[src/rtl/mic_pkg.sv]
// Shared constants, FSM encoding and sample conversion helpers for the microphone meter.
package mic_pkg;

  localparam int unsigned MIC_BITS = 12;
  localparam logic [MIC_BITS-1:0] MIC_OFFSET = 12'd2048;

  typedef enum logic [2:0] {
    ST_IDLE,
    ST_REQ,
    ST_BUSY,
    ST_CAPT,
    ST_ACC
  } mic_state_e;

  // Offset-binary to two's complement: subtracting 2048 only flips the MSB.
  function automatic logic [MIC_BITS-1:0] to_signed(input logic [MIC_BITS-1:0] d);
    return {~d[MIC_BITS-1], d[MIC_BITS-2:0]};
  endfunction

  // Magnitude straight from offset binary, so -2048 yields 2048 without a 13th bit.
  function automatic logic [MIC_BITS-1:0] mag_of(input logic [MIC_BITS-1:0] d);
    return d[MIC_BITS-1] ? (d - MIC_OFFSET) : (MIC_OFFSET - d);
  endfunction

endpackage

[src/rtl/sample_tick_gen.sv]
// Free-running conversion pacer: one-cycle tick every SAMPLE_DIV clocks while enabled.
module sample_tick_gen #(
  parameter int unsigned SAMPLE_DIV = 2500
) (
  input  logic clk,
  input  logic rst,
  input  logic enable,
  output logic tick
);

  localparam int unsigned CNT_W = $clog2(SAMPLE_DIV);

  logic [CNT_W-1:0] cnt;

  always_ff @(posedge clk or posedge rst) begin
    if (rst) begin
      cnt  <= '0;
      tick <= 1'b0;
    end else if (!enable) begin
      cnt  <= '0;
      tick <= 1'b0;
    end else if (cnt == CNT_W'(SAMPLE_DIV - 1)) begin
      cnt  <= '0;
      tick <= 1'b1;
    end else begin
      cnt  <= cnt + CNT_W'(1);
      tick <= 1'b0;
    end
  end

endmodule

[src/rtl/mic_sample_meter.sv]
// Paces the SPI microphone receiver, converts samples to signed and
// reports mean-absolute level and peak over a 2^LOG2_WIN-sample window.
module mic_sample_meter
  import mic_pkg::*;
#(
  parameter int unsigned SAMPLE_DIV = 2500,
  parameter int unsigned LOG2_WIN   = 8,
  parameter int unsigned TIMEOUT    = 4096
) (
  input  logic                clk,
  input  logic                rst,
  input  logic                enable,
  input  logic [15:0]         spi_data,
  input  logic                spi_done,
  output logic                spi_start,
  output logic [MIC_BITS-1:0] sample,
  output logic                sample_valid,
  output logic [MIC_BITS-1:0] level,
  output logic [MIC_BITS-1:0] peak,
  output logic                level_valid,
  output logic                overrun,
  output logic                timeout_err
);

  localparam int unsigned ACC_W = MIC_BITS + LOG2_WIN;
  localparam int unsigned TMO_W = $clog2(TIMEOUT + 1);

  logic                tick;
  logic                done_m;
  logic                done_s;
  mic_state_e          state;
  logic [TMO_W-1:0]    tmo_cnt;
  logic [MIC_BITS-1:0] mag;
  logic [ACC_W-1:0]    acc;
  logic [MIC_BITS-1:0] win_peak;
  logic [LOG2_WIN-1:0] win_cnt;
  logic [ACC_W-1:0]    acc_sum_c;
  logic [MIC_BITS-1:0] peak_next_c;
  logic                tmo_hit_c;
  logic                unused_data_hi;

  assign unused_data_hi = ^spi_data[15:MIC_BITS];

  sample_tick_gen #(.SAMPLE_DIV(SAMPLE_DIV)) u_tick (
    .clk    (clk),
    .rst    (rst),
    .enable (enable),
    .tick   (tick)
  );

  // DONE crosses in from the receiver's SPI timing domain.
  always_ff @(posedge clk or posedge rst) begin
    if (rst) begin
      done_m <= 1'b0;
      done_s <= 1'b0;
    end else begin
      done_m <= spi_done;
      done_s <= done_m;
    end
  end

  always_comb begin
    acc_sum_c   = acc + ACC_W'(mag);
    peak_next_c = (mag > win_peak) ? mag : win_peak;
    tmo_hit_c   = (tmo_cnt == TMO_W'(TIMEOUT - 1));
  end

  always_ff @(posedge clk or posedge rst) begin
    if (rst) begin
      state        <= ST_IDLE;
      spi_start    <= 1'b0;
      tmo_cnt      <= '0;
      mag          <= '0;
      acc          <= '0;
      win_peak     <= '0;
      win_cnt      <= '0;
      sample       <= '0;
      sample_valid <= 1'b0;
      level        <= '0;
      peak         <= '0;
      level_valid  <= 1'b0;
      overrun      <= 1'b0;
      timeout_err  <= 1'b0;
    end else begin
      sample_valid <= 1'b0;
      level_valid  <= 1'b0;
      if (tick && state != ST_IDLE) overrun <= 1'b1;

      case (state)
        ST_IDLE: begin
          // A stopped meter discards its partial window.
          if (!enable) begin
            acc      <= '0;
            win_peak <= '0;
            win_cnt  <= '0;
          end
          if (tick && done_s) begin
            state     <= ST_REQ;
            spi_start <= 1'b1;
            tmo_cnt   <= '0;
          end
        end
        ST_REQ: begin
          if (!done_s) begin
            state     <= ST_BUSY;
            spi_start <= 1'b0;
            tmo_cnt   <= '0;
          end else if (tmo_hit_c) begin
            state       <= ST_IDLE;
            spi_start   <= 1'b0;
            timeout_err <= 1'b1;
          end else begin
            tmo_cnt <= tmo_cnt + TMO_W'(1);
          end
        end
        ST_BUSY: begin
          if (done_s) begin
            state <= ST_CAPT;
          end else if (tmo_hit_c) begin
            state       <= ST_IDLE;
            timeout_err <= 1'b1;
          end else begin
            tmo_cnt <= tmo_cnt + TMO_W'(1);
          end
        end
        ST_CAPT: begin
          sample       <= to_signed(spi_data[MIC_BITS-1:0]);
          mag          <= mag_of(spi_data[MIC_BITS-1:0]);
          sample_valid <= 1'b1;
          state        <= ST_ACC;
        end
        ST_ACC: begin
          if (&win_cnt) begin
            level       <= acc_sum_c[ACC_W-1:LOG2_WIN];
            peak        <= peak_next_c;
            level_valid <= 1'b1;
            acc         <= '0;
            win_peak    <= '0;
          end else begin
            acc      <= acc_sum_c;
            win_peak <= peak_next_c;
          end
          win_cnt <= win_cnt + LOG2_WIN'(1);
          state   <= ST_IDLE;
        end
        default: begin
          state     <= ST_IDLE;
          spi_start <= 1'b0;
        end
      endcase
    end
  end

endmodule
[config.mk]
export PLATFORM = sky130hd
export DESIGN_NAME = mic_sample_meter
export DESIGN_NICKNAME = d
export VERILOG_FILES = /design/src/rtl/mic_pkg.sv /design/src/rtl/sample_tick_gen.sv /design/src/rtl/mic_sample_meter.sv
export SDC_FILE = /design/constraint.sdc
export NUM_CORES = 1
export LEC_CHECK = 0
export CORE_ASPECT_RATIO = 0.5
export CORE_MARGIN = 2
export CORE_UTILIZATION = 30
export DETAILED_ROUTE_END_ITERATION = 12
export SYNTH_ARGS = -nofsm -noshare
export SYNTH_HDL_FRONTEND = slang
export SYNTH_HIERARCHICAL = 1
export SYNTH_SLANG_ARGS = --single-unit
[constraint.sdc]
create_clock -name clk -period 4.8 [get_ports clk]
set_input_delay 0.48 -clock clk [delete_from_list [all_inputs] [get_ports clk]]
set_output_delay 0.48 -clock clk [all_outputs]
set_load 0.1 [all_outputs]
== Word-level counts from Yosys, hierarchy flattened ==
Cells that the tools add are included.

* Flip-flop bits (word level): 124
* Bits of input ports: 20
* Output and inout bits: 41
* Word-level logic and storage cells: 87

* Add/subtract/negate cells: 6
* Order comparisons: 1
* Eq/ne operators: 11
* Muxes and demuxes: 35
* Bitwise logic cells: 2
* Reduce and logical (&&, ||, !) cells: 14

{| class="wikitable"
|+ Operators with widths
! cell !! number
|-
| 12-bit 2-to-1 mux || 6
|-
| 13-bit 2-to-1 mux || 4
|-
| 20-bit 2-to-1 mux || 2
|-
| 20-bit case mux with 2 select lines || 1
|-
| 13-bit case mux with 3 select lines || 1
|-
| 12-bit case mux with 2 select lines || 1
|-
| 20-bit by 12-bit adder with 20-bit output || 1
|-
| 8-bit case mux with 2 select lines || 1
|-
| 13-bit by 1-bit adder with 13-bit output (second input constant) || 1
|-
| 13-bit by 12-bit == test with 1-bit output (second input constant) || 1
|-
| 12-bit by 1-bit adder with 12-bit output (second input constant) || 1
|-
| 12-bit == test (second input constant) || 1
|-
| 12-bit > comparator || 1
|-
| 3-bit 2-to-1 mux || 4
|-
| 3-bit case mux with 4 select lines || 1
|-
| 12-bit subtractor (first input constant) || 1
|-
| 12-bit subtractor (second input constant) || 1
|-
| 1-bit 2-to-1 mux || 11
|-
| 3-bit AND reduction || 3
|-
| 9-bit AND reduction || 1
|-
| 8-bit by 1-bit adder with 8-bit output (second input constant) || 1
|-
| 8-bit 2-to-1 mux || 1
|-
| 2-bit != test (second input constant) || 4
|-
| 8-bit AND reduction || 1
|-
| 13 further kinds || 18
|}

== Longest topological paths before layout ==
* Word-level depth: 4
* Gate-level depth with buffers: 10
* Gate-level depth less buffers: 10

== Modules after synthesis ==
Netlist, hierarchy kept.

{| class="wikitable"
|+ Modules (own cells, without submodules)
! module !! instances !! cells each !! area an instance (um2)
|-
| mic_sample_meter || 1 || 610 || 5784.3
|-
| sample_tick_gen || 1 || 63 || 650.6
|}

== Worst setup path after synthesis ==
Ideal clock, no wire load.

* Path kind: reg2reg
* Start: register, netlist name sample[0]
* End: register acc[14]
* Arrival: 2198 ps
* Data required time: 4679 ps
* Slack: 2481 ps
* Cell stages (with the launch flop): 11
* Clock period less this slack: 2319 ps
* Cell sequence: dfrtp_1 > ha_1 > inv_1 > fa_1 > nand4b_1 > o32ai_1 > a2111oi_0 > o21bai_1 > nor2_1 > o21ai_0 > a22o_1

{| class="wikitable"
|+ RTL lines
! element !! line !! text
|-
| end signal: assignment || mic_sample_meter.sv:140 || <nowiki>acc <= acc_sum_c;</nowiki>
|-
| end: declaration || mic_sample_meter.sv:34 || <nowiki>logic [ACC_W-1:0] acc;</nowiki>
|}

==> out/metrics.csv <==
metric,value,unit
status,"finished, final reports clean",
grt_pass1_wl,24600,µm
grt_max_degree,52,
critPathKind,reg -> reg,
syn_avg_cell_area,9.56,µm²
grt-ovfl-total,0,
syn-cell-area,6430,µm²
setup_violations,0,
fin_ws,1.86,ns
ctsHtreeMaxLevel,4,
endpoint,acc[14]$_DFFE_PP0P_,
drv_cap,0,
synth-seq-area-share,47.8,%
rrSetupSlack,1.86,ns
synth_seq_cells,123,
reg2reg_from,sample[0]$_DFFE_PP0P_,
wl_per_cell,14.2,µm
cts_buffer_depth,2,
portBuffers,56,
leakage,3.51,nW
ioPinCount,61,
synth_cells,673,
clock-sinks,123,
first_pass_iters,4,
critPathLaunch,sample[0]$_DFFE_PP0P_,
area_growth,21.9,%
hold_class,reg -> reg,
antenna_found_initial,0,
wl,14400,µm
root_buffer,clkbuf_16,
fin_util,37.7,%
multi_input_area,3090,µm²
grt_usage,13.5,%
fin_skew,0.0119,ns
dp_cells,983,
postLayoutCellArea,7850,µm²
synth_top_cell_by_area,dfrtp_1,
finalSetupTns,0,ns
powerDensity,306,nW/µm²
period_minus_slack,2.94,ns
rsz0062_at_grt,false,
hold_viol_final,0,
ir_worst_vdd,218,µV
place_area,7260,µm²
drtIter0Drc,311,
die_x,211,µm
worst_hold_slack,0.350,ns
post_cts_buffers,0,
clock_latency,0.40,ns
yosys.area.top_type_share,47.8,%
start_kind,flip-flop,
rows,37,
seq_area,3080,µm²
synth_nets,722,
async_flop_share,100,%
p_total,2.40,mW
slew_viol_final,0,
dominantRegCellSynth,dfrtp_1,
path_clk_slew,0.06,ns
instances_no_fill,1013,
cp.required,5.14,ns
relSlewSlack,31.2,%
viasPerCell,4.96,
drtAntennaViolNets,0,
ys_types,60,
drive_above_1_share,7.03,%
synth_edf_count,0,
worstMarginPinSlew,1.02,ns
r2r_end,acc[14]$_DFFE_PP0P_,
die_y,108,µm
gp_congestion,0.820,
yosys-top-cells-area,"dfrtp_1, o21ai_0, ha_1, nand2_1, a21oi_1",
yosysMostFrequentCell,dfrtp_1,
fmax,340,MHz
nets,778,
fillCellCount,2020,
ff2ff_path_depth,10,
ctsHoldBuffers,0,
core-area,20800,µm²
cts_tree,yes,
initial_utilization,31.0,%
cts_buffers,17,
path_max_fanout,6,
vias,5025,
critical_path_arrival,3.28,ns
drc,0,
end_kind,flip-flop,
dpl_worst_slack,1.92,ns
synthTopCellsByCount,"dfrtp_1, nand2_1, o21ai_0, a21oi_1, nor2_1",
ctsResizeCount,0,
antenna_cells,0,
yosys_warnings,6,
fin_crit_sh,61.3,%
dp_hpwl,10200,µm
die_area,22700,µm²
grt_pass1_vias,4831,
[sequential cells by signal (all words and copies together) (netlist names), 3 cells and up]
signal	cells
acc	20
level	12
mag	11
peak	12
sample	12
state	3
tmo_cnt	13
u_tick/cnt	12
win_cnt	8
win_peak	12
[layout by cell type, fill, tap and decap left out, types with 4 or more instances in the layout]
| cell | synthesis | layout |
|---|---|---|
| a311oi_1 | 8 | 8 |
| inv_1 | 32 | 31 |
| clkbuf_16 | 0 | 17 |
| clkinv_2 | 0 | 4 |
| nand3_1 | 19 | 19 |
| o21ai_1 | 4 | 4 |
| nand2_1 | 89 | 89 |
| clkdlybuf4s50_1 | 0 | 56 |
| and3_1 | 8 | 8 |
| o21ai_0 | 78 | 78 |
| nor3_1 | 10 | 10 |
| nor2_1 | 38 | 38 |
| ha_1 | 28 | 28 |
| nand4_1 | 10 | 10 |
| a21o_1 | 12 | 12 |
| or3_1 | 8 | 8 |
| mux2i_1 | 15 | 15 |
| nor2b_1 | 5 | 5 |
| a211oi_1 | 4 | 4 |
| buf_4 | 4 | 9 |
| a31oi_1 | 7 | 7 |
| dfrtp_1 | 123 | 123 |
| a22o_1 | 17 | 17 |
| xnor2_1 | 22 | 22 |
| a21oi_1 | 43 | 43 |
| xor2_1 | 11 | 11 |
| o31ai_1 | 6 | 6 |
[worst max-delay path: stages (launching register included)]
cell,delay [ns]
dfrtp_1,0.44
ha_1,0.25
inv_1,0.07
fa_1,0.26
nand4b_1,0.15
o32ai_1,0.09
a2111oi_0,0.78
o21bai_1,0.35
nor2_1,0.15
o21ai_0,0.19
a22o_1,0.15
[worst min path at each step]
stage	from	to	slack, ns	cells past startpoint
3_5_place_dp	done_m$_DFF_PP0_	done_s$_DFF_PP0_	0.34	0
5_1_grt	done_m$_DFF_PP0_	done_s$_DFF_PP0_	0.35	0
2_1_floorplan	done_m$_DFF_PP0_	done_s$_DFF_PP0_	0.33	0
6_report	done_m$_DFF_PP0_	done_s$_DFF_PP0_	0.35	0
4_1_cts	done_m$_DFF_PP0_	done_s$_DFF_PP0_	0.35	0
3_3_place_gp	done_m$_DFF_PP0_	done_s$_DFF_PP0_	0.33	0
[kinds of logic after synthesis]
| family | synth area share (%) |
|---|---|
| muxes | 2.86 |
| DFF | 47.8 |
| adders and majority gates | 5.76 |
| xor gates and xnor gates | 4.49 |
| and+or+nand+nor | 16.6 |
| buffers and inverters | 4.16 |
| AOI/OAI and AO/OA | 18.3 |
[cell type report]
cell class,count,share of cell area (%)
clock buffers,22,5.92
clock inverters,8,1.51
inverters,33,1.61
multi-input cells,489,39.4
flip-flops and latches,123,39.2
well taps,273,4.35
repair buffers,65,8.01
[report_power, final]
part	total (mW)	switching, mW	internal, mW
clock	1.28	0.444	0.835
sequential	1.05	0.00593	1.04
combinational	0.0745	0.0477	0.0268
total	2.40	0.497	1.90
[routing by layer]
metal | share of wire [%] | up-vias | track usage [%]
li1 | - | 2528 | -
met2 | 46 | 59 | 21.3
met5 | 0 | - | 0
met1 | 50 | 2427 | 18.5
met4 | 0.94 | 0 | 4.53
met3 | 3.1 | 11 | 2.68
Power figures use the tool's default switching activity.
